`config.mk`:
```
export PLATFORM = sky130hd
export DESIGN_NAME = pll_ctrl
export DESIGN_NICKNAME = d
export VERILOG_FILES = /design/src/rtl/pll_pkg.sv /design/src/rtl/pll_lock_sync.sv /design/src/rtl/pll_ctrl.sv
export SDC_FILE = /design/constraint.sdc
export NUM_CORES = 1
export LEC_CHECK = 0
export ABC_AREA = 0
export BUFFER_PORTS_ARGS = -buffer_cell sky130_fd_sc_hd__clkbuf_2
export CELL_PAD_IN_SITES_DETAIL_PLACEMENT = 1
export CELL_PAD_IN_SITES_GLOBAL_PLACEMENT = 2
export CORE_ASPECT_RATIO = 1.2
export CORE_UTILIZATION = 32
export DETAILED_ROUTE_END_ITERATION = 8
export MAX_ROUTING_LAYER = met4
export PLACE_DENSITY_LB_ADDON = 0.1
export RECOVER_POWER = 100
export SKIP_LAST_GASP = 1
export SLEW_MARGIN = 20
export SYNTH_ARGS = -nofsm -noshare
export SYNTH_HDL_FRONTEND = slang
export SYNTH_HIERARCHICAL = 1
export SYNTH_SLANG_ARGS = --single-unit
```
`constraint.sdc`:
```
create_clock -name clk_i -period 2.43 [get_ports clk_i]
set_clock_uncertainty 0.05 [all_clocks]
set_input_delay 0.1215 -clock clk_i [delete_from_list [all_inputs] [get_ports clk_i]]
set_output_delay 0.1215 -clock clk_i [all_outputs]
set_load 0.02 [all_outputs]
```
`src/rtl/pll_pkg.sv`:
```
// Shared types and widths for the PLL sequencing controller.
package pll_pkg;

    localparam int unsigned REFDIV_W   = 8;
    localparam int unsigned FBDIV_W    = 12;
    localparam int unsigned POSTDIV1_W = 4;
    localparam int unsigned POSTDIV2_W = 2;
    localparam int unsigned LOCK_CNT_W = 20;

    typedef enum logic [2:0] {
        StBypass,
        StPrst,
        StWaitLock,
        StRun,
        StErr
    } pll_state_e;

    typedef struct packed {
        logic [REFDIV_W-1:0]   refdiv;
        logic [FBDIV_W-1:0]    fbdiv;
        logic [POSTDIV1_W-1:0] postdiv1;
        logic [POSTDIV2_W-1:0] postdiv2;
    } pll_cfg_t;

endpackage

```
`src/rtl/pll_lock_sync.sv`:
```
// Two-flop synchronizer bringing the asynchronous PLL lock into the fref domain.
module pll_lock_sync (
    input  logic clk_i,
    input  logic rst_n_i,
    input  logic d_i,
    output logic q_o
);

    logic meta_q;

    always_ff @(posedge clk_i or negedge rst_n_i) begin
        if (!rst_n_i) begin
            meta_q <= 1'b0;
            q_o    <= 1'b0;
        end else begin
            meta_q <= d_i;
            q_o    <= meta_q;
        end
    end

endmodule

```
`src/rtl/pll_ctrl.sv`:
```
// PLL bring-up and reprogramming sequencer: bypass, reset, lock wait, switch-over,
// with lock timeout and lock-loss reporting.
module pll_ctrl
    import pll_pkg::*;
#(
    parameter logic [REFDIV_W-1:0]   DEF_REFDIV   = 8'd1,
    parameter logic [FBDIV_W-1:0]    DEF_FBDIV    = 12'd24,
    parameter logic [POSTDIV1_W-1:0] DEF_POSTDIV1 = 4'd1,
    parameter logic [POSTDIV2_W-1:0] DEF_POSTDIV2 = 2'd1,
    parameter int unsigned           SETTLE_CYC   = 8,
    parameter int unsigned           RST_CYC      = 16,
    parameter logic [LOCK_CNT_W-1:0] LOCK_TIMEOUT = 20'h3FFFF,
    parameter int unsigned           LOSS_FILT    = 4
) (
    input  logic                  clk_i,
    input  logic                  rst_n_i,
    input  logic                  cfg_valid_i,
    output logic                  cfg_ready_o,
    input  logic [REFDIV_W-1:0]   cfg_refdiv_i,
    input  logic [FBDIV_W-1:0]    cfg_fbdiv_i,
    input  logic [POSTDIV1_W-1:0] cfg_postdiv1_i,
    input  logic [POSTDIV2_W-1:0] cfg_postdiv2_i,
    input  logic                  pll_lock_i,
    output logic [REFDIV_W-1:0]   refdiv_o,
    output logic [FBDIV_W-1:0]    fbdiv_o,
    output logic [POSTDIV1_W-1:0] postdiv1_o,
    output logic [POSTDIV2_W-1:0] postdiv2_o,
    output logic                  bp_o,
    output logic                  pll_rst_n_o,
    output logic                  busy_o,
    output logic                  locked_o,
    output logic                  timeout_o,
    output logic                  lost_o
);

    localparam int unsigned           LOSS_W      = $clog2(LOSS_FILT + 1);
    localparam logic [LOCK_CNT_W-1:0] SETTLE_LAST = LOCK_CNT_W'(SETTLE_CYC - 1);
    localparam logic [LOCK_CNT_W-1:0] RST_LAST    = LOCK_CNT_W'(RST_CYC - 1);
    localparam logic [LOSS_W-1:0]     LOSS_LAST   = LOSS_W'(LOSS_FILT - 1);
    localparam pll_cfg_t DEF_CFG = {DEF_REFDIV, DEF_FBDIV, DEF_POSTDIV1, DEF_POSTDIV2};

    pll_state_e              state_q, state_d;
    logic [LOCK_CNT_W-1:0]   cnt_q, cnt_d;
    logic [LOSS_W-1:0]       loss_q, loss_d;
    pll_cfg_t                pend_q;
    logic                    lock_s;
    logic                    accept;
    logic                    lost_set;

    pll_lock_sync u_lock_sync (
        .clk_i   (clk_i),
        .rst_n_i (rst_n_i),
        .d_i     (pll_lock_i),
        .q_o     (lock_s)
    );

    assign accept = cfg_valid_i & cfg_ready_o;

    always_comb begin
        state_d  = state_q;
        cnt_d    = cnt_q;
        loss_d   = '0;
        lost_set = 1'b0;
        case (state_q)
            StBypass: begin
                if (cnt_q == SETTLE_LAST) begin
                    state_d = StPrst;
                    cnt_d   = '0;
                end else begin
                    cnt_d = cnt_q + 1'b1;
                end
            end
            StPrst: begin
                if (cnt_q == RST_LAST) begin
                    state_d = StWaitLock;
                    cnt_d   = '0;
                end else begin
                    cnt_d = cnt_q + 1'b1;
                end
            end
            StWaitLock: begin
                // Saturating count; a lock seen on the timeout cycle still wins.
                if (cnt_q != '1) cnt_d = cnt_q + 1'b1;
                if (lock_s) begin
                    state_d = StRun;
                    cnt_d   = '0;
                end else if (cnt_d >= LOCK_TIMEOUT) begin
                    state_d = StErr;
                    cnt_d   = '0;
                end
            end
            StRun: begin
                if (!lock_s) begin
                    if (loss_q == LOSS_LAST) begin
                        state_d  = StWaitLock;
                        cnt_d    = '0;
                        lost_set = 1'b1;
                    end else begin
                        loss_d = loss_q + 1'b1;
                    end
                end
            end
            StErr: ;
            default: begin
                state_d = StPrst;
                cnt_d   = '0;
            end
        endcase
        if (accept) begin
            state_d = StBypass;
            cnt_d   = '0;
            loss_d  = '0;
        end
    end

    // Outputs are decoded from the next state so they register together with it.
    always_ff @(posedge clk_i or negedge rst_n_i) begin
        if (!rst_n_i) begin
            state_q     <= StPrst;
            cnt_q       <= '0;
            loss_q      <= '0;
            pend_q      <= DEF_CFG;
            refdiv_o    <= DEF_REFDIV;
            fbdiv_o     <= DEF_FBDIV;
            postdiv1_o  <= DEF_POSTDIV1;
            postdiv2_o  <= DEF_POSTDIV2;
            bp_o        <= 1'b1;
            pll_rst_n_o <= 1'b0;
            cfg_ready_o <= 1'b0;
            busy_o      <= 1'b1;
            locked_o    <= 1'b0;
            timeout_o   <= 1'b0;
            lost_o      <= 1'b0;
        end else begin
            state_q <= state_d;
            cnt_q   <= cnt_d;
            loss_q  <= loss_d;
            if (accept) begin
                pend_q <= {cfg_refdiv_i, cfg_fbdiv_i, cfg_postdiv1_i, cfg_postdiv2_i};
            end
            if (state_d == StPrst && state_q != StPrst) begin
                refdiv_o   <= pend_q.refdiv;
                fbdiv_o    <= pend_q.fbdiv;
                postdiv1_o <= pend_q.postdiv1;
                postdiv2_o <= pend_q.postdiv2;
            end
            bp_o        <= (state_d != StRun);
            pll_rst_n_o <= (state_d != StPrst);
            cfg_ready_o <= (state_d == StRun) || (state_d == StErr);
            busy_o      <= state_d inside {StBypass, StPrst, StWaitLock};
            locked_o    <= (state_d == StRun);
            if (accept) begin
                timeout_o <= 1'b0;
                lost_o    <= 1'b0;
            end else begin
                if (state_d == StErr) timeout_o <= 1'b1;
                if (lost_set) lost_o <= 1'b1;
            end
        end
    end

endmodule

```
Word-level counts from Yosys, hierarchy flattened
Cells that the tools add are included.
{"block": "totals", "regBits": 87, "inputBits": 30, "output_inout_bits": 33, "elab_cells": 79}
{"block": "classes", "n_addsub": 2, "n_lt_le_gt_ge": 1, "eq_ne": 18, "muxes": 29, "bitwise_logic": 1, "reduce_logical": 8}
{"op": "$mux W20", "count": 9}
{"op": "$pmux W20 S5", "count": 1}
{"op": "$mux W3", "count": 11}
{"op": "$add A20 B1 Y20 const B", "count": 1}
{"op": "$eq A20 B3 Y1 const B", "count": 1}
{"op": "$eq A20 B4 Y1 const B", "count": 1}
{"op": "$ge A20 B18 Y1 const B", "count": 1}
{"op": "$ne A20 B20 Y1 const B", "count": 1}
{"op": "$eq A3 B2 Y1 const B", "count": 5}
{"op": "$pmux W3 S5", "count": 1}
{"op": "$mux W1", "count": 7}
{"op": "$eq A3 B1 Y1 const B", "count": 2}
{"op": "$eq A3 B3 Y1 const B", "count": 2}
{"op": "$logic_not A3 Y1", "count": 2}
{"op": "$ne A3 B1 Y1 const B", "count": 2}
{"op": "$ne A3 B3 Y1 const B", "count": 2}
{"op": "$reduce_bool A2 Y1", "count": 2}
{"op": "$add A3 B1 Y3 const B", "count": 1}
{"op": "$ne A3 B2 Y1 const B", "count": 1}
{"op": "$reduce_and A3 Y1", "count": 1}
{"op": "$reduce_bool A3 Y1", "count": 1}
{"op": "$ne A2 B2 Y1 const B", "count": 1}
{"op": "$and A1 B1 Y1", "count": 1}
{"op": "$logic_and A1 B1 Y1", "count": 1}
{"op": "$logic_or A1 B1 Y1", "count": 1}

Depth between registers and ports, before layout
Gate-level depths: netlist (run 1).
{"block": "logic_depth", "word_depth": 11, "mapped_depth": 11, "mapped_depth_nobuf": 9}

Cells and area by module
Netlist (run 1), hierarchy kept.
{"module": "pll_ctrl", "n_inst": 1, "cells_each": 585, "area_each_um2": 5032.3, "seq_area_each_um2": 2143.3}
{"module": "pll_lock_sync", "n_inst": 1, "cells_each": 2, "area_each_um2": 50.0, "seq_area_each_um2": 50.0}

Worst setup path before layout (run 1)
No wires, ideal clock.
{"block": "synth_timing", "path_type": "reg-to-reg", "start": "register cnt_q[0]", "end": "register refdiv_o[5]", "setup_ps": 69, "arrival_time_ps": 2395, "t_required_ps": 2311, "path_slack_ps": -84, "path_stages_with_launch": 10, "path_buffers": 1, "period_less_slack_ps": 2514, "path_cell_list": "dfrtp_1 -> ha_1 -> nand3_2 -> xnor2_1 -> or4_1 -> nor4_2 -> a21oi_2 -> buf_4 -> or4_1 -> nand3_1"}
{"block": "synth_between", "elab_chain_len": 10, "word_cells_on_any_way": 15, "classes_between": "1 x add/sub; 1 x order compare; 4 x eq/ne; 8 x mux; 1 x reduce/logical"}
{"item": "start: declaration", "line": "pll_ctrl.sv:43", "rtl": "logic [LOCK_CNT_W-1:0] cnt_q, cnt_d;"}
{"item": "start signal: assignment", "line": "pll_ctrl.sv:136", "rtl": "cnt_q <= cnt_d;"}
{"item": "$add A20 B1 Y20 / $ne A20 B20 Y1 (equally long branches)", "line": "pll_ctrl.sv:83", "rtl": "if (cnt_q != '1) cnt_d = cnt_q + 1'b1;"}
{"item": "$mux W20", "line": "pll_ctrl.sv:83"}
{"item": "$mux W20", "line": "pll_ctrl.sv:64", "rtl": "case (state_q)"}
{"item": "$ge A20 B18 Y1", "line": "pll_ctrl.sv:87", "rtl": "end else if (cnt_d >= LOCK_TIMEOUT) begin"}
{"item": "$mux W3", "line": "pll_ctrl.sv:87"}
{"item": "$mux W3", "line": "pll_ctrl.sv:84", "rtl": "if (lock_s) begin"}
{"item": "$pmux W3 S5 (*)", "line": "pll_ctrl.sv:64"}
{"item": "$mux W3 (*)", "line": "pll_ctrl.sv:109", "rtl": "if (accept) begin"}
{"item": "$eq A3 B1 Y1 (*)", "line": "pll_ctrl.sv:141", "rtl": "if (state_d == StPrst && state_q != StPrst) begin"}
{"item": "$logic_and A1 B1 Y1 (*)", "line": "pll_ctrl.sv:141"}
{"item": "end signal: assignment", "line": "pll_ctrl.sv:142", "rtl": "refdiv_o <= pend_q.refdiv;"}
{"item": "end: declaration", "line": "pll_ctrl.sv:24", "rtl": "output logic [REFDIV_W-1:0] refdiv_o,"}
Mark *: on every way between the ends. The rest lies on a longest branch, timed or not. The select of a mux whose other input is x is not followed.
A chain may end at the register's enable or synchronous reset.

Final worst setup path (run 1)
{"block": "layout_timing", "start": "register cnt_q[10]", "end": "register refdiv_o[2]"}
Same word-level chain as after synthesis.

==> results.json, run 1 <==
{
  "outcome": "finished, violations left",
  "failed_checks": "negative setup slack",
  "hold_viol_final": 0,
  "synth_area_um2": 5080,
  "initial_utilization_pct": 32.6,
  "crit_path_start_kind": "flop",
  "hp-class": "input port to flop",
  "routed_via_density": 5.39,
  "die_area_um2": 16400,
  "cts_tree": "yes",
  "drv_cap": 0,
  "fin_crit_sh_pct": 110,
  "finalNetCount": 766,
  "ys_warn_count": 6,
  "min_from": "cfg_valid_i",
  "grt_antenna_before_repair": 0,
  "cp_common_cell": "buf_6",
  "finalHoldWorstSlack_ps": 97.9,
  "final-setup-viol-count": 41,
  "cts_buffers": 9,
  "critical-path-top-delay-family": "simple AND/OR/NAND/NOR gates",
  "whs_path_depth": 3,
  "drt_wl_total_mm": 18.0,
  "final_area_um2": 7120,
  "ys.flop_type": "dfrtp_1",
  "drt_iter0_drc": 211,
  "drc": 0,
  "firstDrtPassIters": 4,
  "layout_common_cells": "buf_4, nand2_1, dfrtp_1",
  "cts.sinks": 87,
  "die_h_um": 140,
  "cp_max_fo": 6,
  "boundaryPins": 63,
  "syn_to_final_growth_pct": 40.1,
  "avgRoutedWirePerCell_um": 19.0,
  "gp_routability_congestion": 0.831,
  "layout.cells.most_common": "buf_4",
  "slew_headroom_pct": 19.8,
  "htreeDepth": 3,
  "row_count": 50,
  "reg2reg_depth": 10,
  "first_global_vias": 5424,
  "finalMaxSlewViolations": 0,
  "tightest_slew_ps": 1200,
  "clockRootBuffer": "clkbuf_16",
  "die_x_um": 117,
  "n_antenna_cell": 0,
  "crit_required_ps": 2670,
  "yosysUniqueCellTypes": 53,
  "seq_area_frac_synth_pct": 43.2,
  "grt.total_usage_pct": 23.8,
  "power.leakage_nw": 2.82,
  "grt_first_pass_wirelength_mm": 28.9,
  "clock.fmax_ghz": 0.375,
  "ff2ff_setup_slack_ps": -240,
  "drive_gt1_share_pct": 27.9,
  "cpMaxStageDelayCell": "or4_1",
  "synth_seq_cells": 87,
  "setup_slack_ps": -235,
  "ir_drop_uv": 387,
  "cp_cell_sequence": "buf_6 > nand4_4 > nor4_4 > nand3b_1 > a221oi_2 > buf_4 > a21oi_4 > buf_6 > or4_1 > nand3_1",
  "clk_pin_slew_ps": 70,
  "critPathCaptureType": "flop",
  "avgSynthCellArea_um2": 8.66,
  "synth_cells": 587,
  "overflow": 0,
  "synthesis.nets": 619,
  "insertion_delay_ps": 350,
  "synth-edff-count": 0,
  "criticalPathCategory": "flop to flop",
  "dr_total_vias": 5101,
  "timing.rr.start": "cnt_q[10]",
  "reg2reg_to": "refdiv_o[2]",
  "grt_max_degree": 77,
  "rsz0062_at_grt": "true",
  "whs_endpoint": "timeout_o",
  "cp.arrival_ps": 2910,
  "core_region_area_um2": 15600,
  "clockBufferDepth": 2,
  "cp.buffers_inverters": 3,
  "p_per_area_nw_per_um2": 1070,
  "crit_path_max_incr_delay_ps": 490,
  "ant_nets": 0,
  "synth-async-reset-ratio_pct": 100,
  "period_needed_ps": 2670,
  "dpl_cell_area_um2": 6110,
  "tns_ps": -5630,
  "dpl.hpwl_mm": 10.9,
  "port_buffers": 62
}
[flip-flops by register name (all words and copies together) (netlist names)]
register,count
bp_o,1
busy_o,1
cfg_ready_o,1
cnt_q,20
fbdiv_o,12
locked_o,1
loss_q,3
lost_o,1
pend_q,26
pll_rst_n_o,1
postdiv1_o,4
postdiv2_o,2
refdiv_o,8
state_q,3
timeout_o,1
u_lock_sync/meta_q,1
u_lock_sync/q_o,1
[stage by stage]
stage,total power [mW],utilization (%),instances,worst slack [ps]
finish,7.65,45.7,946,-235
global route,8.16,45.7,946,-347
CTS,7.65,45.2,941,-202
detailed placement,5.67,39.2,884,-423
global placement,5.55,39.2,884,-347
floorplan,4.33,-,587,21.7
[area by class of cell]
class | count | area, µm²
Multi-Input combinational cell | 418 | 2810
Clock inverter | 4 | 72.6
Timing Repair Buffer | 187 | 1430
Clock buffer | 11 | 233
Sequential cell | 87 | 2200
Inverter | 31 | 116
Fill cell | 1803 | 8460
Tap cell | 208 | 260
[what timing repair did]
item                       4_1_cts  5_1_grt
setup endpoints to repair       52       53
resized for setup               35       27
hold endpoints to repair        62        0
hold buffers                    28        0
buffers inserted                10        5
cloned                           5        0
pin swaps                        9        8
[synth_stat cells (9+ instances only)]
library cell,instances,area share [%]
nand2_1,76,5.6
dfrtp_1,74,36
a211oi_1,56,8.3
o21ai_0,44,4.3
clkbuf_1,36,2.7
nand3_1,34,3.3
inv_1,31,2.3
and2_1,30,3.7
nand3b_1,30,4.4
or4_1,28,4.1
nor2_1,19,1.4
nor3_1,17,1.7
dfstp_2,13,6.7
a21oi_1,9,0.89
[worst max-delay path by stage]
stage / cells past startpoint / from / endpoint
2_1_floorplan: 9 / cnt_q[0] / refdiv_o[5]
3_3_place_gp: 10 / cnt_q[10] / cnt_q[4]
3_5_place_dp: 10 / cnt_q[10] / cnt_q[4]
4_1_cts: 10 / cnt_q[10] / refdiv_o[2]
5_1_grt: 8 / cnt_q[4] / postdiv2_o[1]
6_report: 10 / cnt_q[10] / refdiv_o[2]
[logic make-up (layout without fill, tap and decap cells)]
group,count (synthesis),after routing,synth area share (%)
simple gates,272,273,30.5
compound gates,138,138,18.3
flops,87,87,43.2
buf+inv,83,233,6.65
xor+xnor,3,3,0.517
fa+ha+maj,2,2,0.492
mux,2,2,0.394
[worst reg2reg max path: cells and delay by family (launching register included)]
family / cells / cell delay (ps)
buffers and inverters: 3 / 470
flip-flops: 1 / 390
AO/OA/AOI/OAI: 2 / 460
AND/OR/NAND/NOR: 5 / 1230
[metal layers]
| metal | global-route usage (%) | share of wire (%) |
|---|---|---|
| met5 | - | 0 |
| met2 | 41.1 | 53 |
| met3 | 2.47 | 1.7 |
| met4 | 9.26 | 2.1 |
| met1 | 28.2 | 43 |
[power breakdown]
group / total [mW] / leakage, nW / internal, mW / switching (mW)
logic: 3.86 / 1.65 / 1.64 / 2.22
registers: 2.30 / 1.03 / 1.97 / 0.338
clock network: 1.49 / 0.146 / 0.895 / 0.595
Power figures use the tool's default switching activity.
==> inputs of run 2 (changes only) <==
==> constraint.sdc (replaced) <==
create_clock -name clk_i -period 2.43 [get_ports clk_i]
set_clock_uncertainty 0.05 [all_clocks]
set_input_delay 0.486 -clock clk_i [delete_from_list [all_inputs] [get_ports clk_i]]
set_output_delay 0.486 -clock clk_i [all_outputs]
set_load 0.02 [all_outputs]
==> results.json, run 2 (synthesis gave the netlist of run 1 again) <==
{
  "outcome": "finished, violations left",
  "failed_checks": "max-capacitance violations, max-slew violations, negative setup slack",
  "grt_antenna_before_repair": 0,
  "slew_headroom_pct": -11.5,
  "p_clk_share_pct": 20.6,
  "crit_path_start_kind": "flop",
  "grt.total_usage_pct": 23.5,
  "crit_path_max_incr_delay_ps": 470,
  "drt_wl_total_mm": 18.9,
  "layout.cells.most_common": "buf_4",
  "setup_slack_ps": -331,
  "seqPwrFrac_pct": 28.7,
  "clockBufferDepth": 2,
  "grt_max_degree": 51,
  "grt_first_pass_wirelength_mm": 28.6,
  "p_sw_mw": 3.35,
  "port_buffers": 62,
  "overflow": 0,
  "die_h_um": 140,
  "gp_routability_congestion": 0.859,
  "tns_ps": -11640,
  "largest_register": "pend_q",
  "cp_max_fo": 11,
  "p_comb_share_pct": 50.7,
  "cpMaxStageDelayCell": "dfrtp_2",
  "first_global_vias": 5368,
  "avgRoutedWirePerCell_um": 20.1,
  "reg_top3": "pend_q (26), cnt_q (20), fbdiv_o (12)",
  "hold_viol_final": 0,
  "firstDrtPassIters": 5,
  "finalNetCount": 756,
  "layoutNonFillerInstCount": 937,
  "switching_share_pct": 41.8,
  "die_x_um": 117,
  "clockRootBuffer": "clkbuf_16",
  "dr_total_vias": 5136,
  "place_ws_ps": -193,
  "largest_reg_flops": 26,
  "power.leakage_nw": 2.85,
  "syn_to_final_growth_pct": 40.4,
  "cts.sinks": 87,
  "cp.arrival_ps": 3000,
  "n_antenna_cell": 0,
  "placedCellCount": 890,
  "finalCoreUtilization_pct": 45.8,
  "drc": 0,
  "drv_cap": 1,
  "finalMaxSlewViolations": 28,
  "row_count": 50,
  "ir_drop_uv": 452,
  "rsz0062_at_grt": "true",
  "crit_required_ps": 2670,
  "clock.fmax_ghz": 0.362,
  "initial_utilization_pct": 32.6,
  "boundaryPins": 63,
  "htreeDepth": 3,
  "fin_crit_sh_pct": 114,
  "die_area_um2": 16400,
  "routed_via_density": 5.48,
  "cts_buffers": 9,
  "criticalPathCategory": "flop to flop",
  "p_int_mw": 4.67,
  "finalPower_mw": 8.02,
  "cp_cell_sequence": "buf_4 > nand4_2 > nor4_2 > xnor2_2 > nor4_4 > a21oi_4 > buf_12 > or4_1 > nand3_1",
  "hp-class": "input port to flop",
  "tightest_slew_ps": 1670,
  "ant_nets": 0,
  "hold_buffers": 0,
  "layout_common_cells": "buf_4, nand2_1, dfrtp_1",
  "core_region_area_um2": 15600,
  "critPathCaptureType": "flop",
  "drive_gt1_share_pct": 34.4,
  "final-setup-viol-count": 52,
  "p_per_area_nw_per_um2": 1120,
  "insertion_delay_ps": 350,
  "period_needed_ps": 2760,
  "clk_pin_slew_ps": 70,
  "dpl.hpwl_mm": 11.3,
  "cts_tree": "yes",
  "drt_iter0_drc": 196
}
-- run 2: changes by cell type in the layout (fill, tap and decap cells not counted), moves of 3 or more --
cell           delta
buf_4            +16
bufbuf_16         -3
clkbuf_16         +3
dlygate4sd3_1    -28
nand3_1          -10
nand3_2           +8
or4_1             -7
or4_4             +7
-- run 2: critical path, delay by kind of cell (launching register included) --
| kind | cells | cell delay (ps) |
|---|---|---|
| flops | 1 | 470 |
| xor+xnor | 1 | 230 |
| buf+inv | 2 | 340 |
| simple gates | 5 | 1410 |
| compound gates | 1 | 180 |
-- run 2: layout make-up --
type	count	area, µm²
Timing Repair Buffer	177	1260
Inverter	31	116
Clock inverter	7	120
Sequential cell	87	2200
Clock buffer	9	225
Fill cell	1819	8440
Multi-Input combinational cell	418	2950
Tap cell	208	260
-- run 2: what timing repair did --
item,4_1_cts,5_1_grt
endpoints found under the setup margin,49,53
resized for setup,28,75
buffers inserted,10,14
gates cloned,3,5
pin swaps,6,26
-- run 2: final timing paths --
kind | end | from | slack (ps) | cells after the start
max | postdiv2_o[1] | cnt_q[3] | -330 | 9
min | u_lock_sync/meta_q | pll_lock_i | 190 | 1
max reg2reg | postdiv2_o[1] | cnt_q[3] | -330 | 9
min reg2reg | u_lock_sync/q_o | u_lock_sync/meta_q | 310 | 0
max in group asynchronous | state_q[2] | rst_n_i | 300 | 2
min in group asynchronous | pend_q[11] | rst_n_i | 510 | 1
-- run 2: per-stage QoR --
| step | instance area, µm² | hold slack (ps) |
|---|---|---|
| after CTS | 6780 | 9.93 |
| final | 7130 | 187 |
| after detailed placement | 6140 | 296 |
| after global placement | 6140 | 282 |
| after global routing | 7130 | 190 |
| after floorplan | 5090 | 140 |
-- run 2: power groups by stage --
stage                     Combinational (mW)  Sequential, mW  Clock [mW]
after floorplan                         1.89            2.43           0
after global placement                  3.25            2.28           0
final                                   4.06            2.30        1.65
after CTS                               3.69            2.29        1.70
after global routing                    4.43            2.37        1.75
after detailed placement                3.35            2.32           0
-- run 2: routing by layer --
layer  global-route usage [%]  wire, µm  vias to the layer above
met5                        -         0                        -
met2                     40.1      9920                       86
li1                         -         -                     2398
met3                     3.89       552                       36
met1                     27.9      7840                     2616
met4                     7.59       544                        0
==> inputs of run 3 (changes only) <==
- GPL_TIMING_DRIVEN: default -> 0
==> results.json, run 3 (synthesis gave the netlist of run 1 again) <==
{
  "critical-path-top-delay-family": "simple AND/OR/NAND/NOR gates",
  "die_area_um2": 16400,
  "grt.total_usage_pct": 24.3,
  "finalMaxSlewViolations": 0,
  "insertion_delay_ps": 350,
  "finalHoldWorstSlack_ps": 192,
  "crit_path_start_kind": "flop",
  "drv_cap": 0,
  "first_global_vias": 5202,
  "layout_common_cells": "nand2_1, dfrtp_1, clkbuf_1",
  "gp_routability_congestion": 0.883,
  "tightest_slew_ps": 876,
  "finalNetCount": 722,
  "drt_iter0_drc": 205,
  "die_h_um": 140,
  "period_needed_ps": 2730,
  "clk_pin_slew_ps": 70,
  "clockRootBuffer": "clkbuf_16",
  "placedCellCount": 858,
  "hp-class": "input port to flop",
  "cp_max_fo": 7,
  "cts_buffers": 9,
  "drive_gt1_share_pct": 25.2,
  "port_buffers": 62,
  "grt_antenna_before_repair": 0,
  "crit_start": "cnt_q[1]",
  "rsz0062_at_grt": "true",
  "crit_path_max_incr_delay_ps": 530,
  "largest_register": "pend_q",
  "slew_headroom_pct": 41.6,
  "fillers": 1810,
  "boundaryPins": 63,
  "routed_via_density": 5.50,
  "cts.sinks": 87,
  "die_x_um": 117,
  "ant_nets": 0,
  "timing.rr.start": "cnt_q[1]",
  "drt_wl_total_mm": 18.4,
  "cts_tree": "yes",
  "hold_viol_final": 0,
  "core_region_area_um2": 15600,
  "cp.buffers_inverters": 2,
  "whs_path_depth": 1,
  "layout.cells.most_common": "nand2_1",
  "grt_first_pass_wirelength_mm": 29.3,
  "clockBufferDepth": 2,
  "reg2reg_to": "refdiv_o[4]",
  "whs_endpoint": "u_lock_sync/meta_q",
  "reg_top3": "pend_q (26), cnt_q (20), fbdiv_o (12)",
  "criticalPathCategory": "flop to flop",
  "cp_cell_sequence": "ha_4 > buf_12 > nand3_4 > xnor2_1 > or4_4 > nor4_4 > a21oi_4 > buf_8 > or4_1 > nand3_1",
  "syn_to_final_growth_pct": 29.5,
  "overflow": 0,
  "failed_checks": "negative setup slack",
  "seqCellArea_um2": 2200,
  "grt_max_degree": 57,
  "dpl.hpwl_mm": 12.3,
  "fin_crit_sh_pct": 112,
  "multiInputGateArea_um2": 2860,
  "setup_slack_ps": -301,
  "layoutNonFillerInstCount": 903,
  "power.leakage_nw": 2.55,
  "finalCoreUtilization_pct": 42.2,
  "drc": 0,
  "htreeDepth": 3,
  "n_antenna_cell": 0,
  "initial_utilization_pct": 32.6,
  "outcome": "finished, violations left",
  "ir_drop_uv": 387,
  "final-setup-viol-count": 50,
  "cpMaxStageDelayCell": "or4_4",
  "row_count": 50,
  "firstDrtPassIters": 4,
  "p_per_area_nw_per_um2": 1130,
  "avgRoutedWirePerCell_um": 20.4,
  "clock.fmax_ghz": 0.366,
  "cp.arrival_ps": 2960,
  "reg2reg_depth": 10,
  "ff2ff_setup_slack_ps": -300,
  "critPathCaptureType": "flop",
  "min_from": "pll_lock_i",
  "dr_total_vias": 4971,
  "largest_reg_flops": 26,
  "crit_required_ps": 2660
}
[run 3: cell types whose count changed in the layout (fill, tap and decap cells not counted), moves of 7 or more]
cell      previous run  this run
buf_4               95        31
clkbuf_1            36        54
clkbuf_2            30        38
nand3_1             23        34
nand3_2             11         1
o21ai_0             36        43
[run 3: worst max-delay path by stage]
stage | endpoint | slack [ps] | depth (start not counted)
finish | refdiv_o[4] | -300 | 10
floorplan | refdiv_o[5] | 20 | 9
global placement | fbdiv_o[5] | -780 | 10
detailed placement | fbdiv_o[7] | -750 | 10
global route | cnt_q[6] | -420 | 11
CTS | refdiv_o[4] | -310 | 9
[run 3: metal layers]
metal	track usage (%)	routed length, µm	share of wire [%]	vias to the layer above
met3	3.42	538	2.9	17
li1	-	-	-	2327
met5	-	0	0	-
met4	6.06	271	1.5	0
met2	42.8	9810	53	89
met1	28.8	7770	42	2538
[run 3: power breakdown]
part	internal, mW	switching [mW]
combinational	1.38	2.29
sequential	1.96	0.312
clock	0.811	0.647
[run 3: what timing repair did]
action                                 in CTS  in global routing
endpoints found under the hold margin      26                  0
resized for setup                          59                 47
pin swaps                                  10                 14
gates cloned                                3                  0
hold buffers                                1                  0
setup endpoints to repair                  55                 75
setup buffers                              14                 12
[run 3: area by class of cell]
type	count	share of cell area (%)
Timing Repair Buffer	92	8.06
Clock inverter	7	1.22
Inverter	31	1.77
Tap cell	208	3.95
Sequential cell	87	33.4
Clock buffer	9	3.42
Buffer	51	4.71
Multi-Input combinational cell	418	43.4
[run 3: stage by stage]
| step | power, mW | area, µm² | setup WS [ps] | setup TNS, ps |
|---|---|---|---|---|
| 4_1_cts | 7.32 | 6390 | -308 | -11990 |
| 6_report | 7.41 | 6580 | -301 | -10630 |
| 3_3_place_gp | 5.37 | 5670 | -784 | -54560 |
| 3_5_place_dp | 5.49 | 5700 | -754 | -30730 |
| 5_1_grt | 7.91 | 6580 | -421 | -23910 |
| 2_1_floorplan | 4.33 | 5090 | 21.7 | 0 |
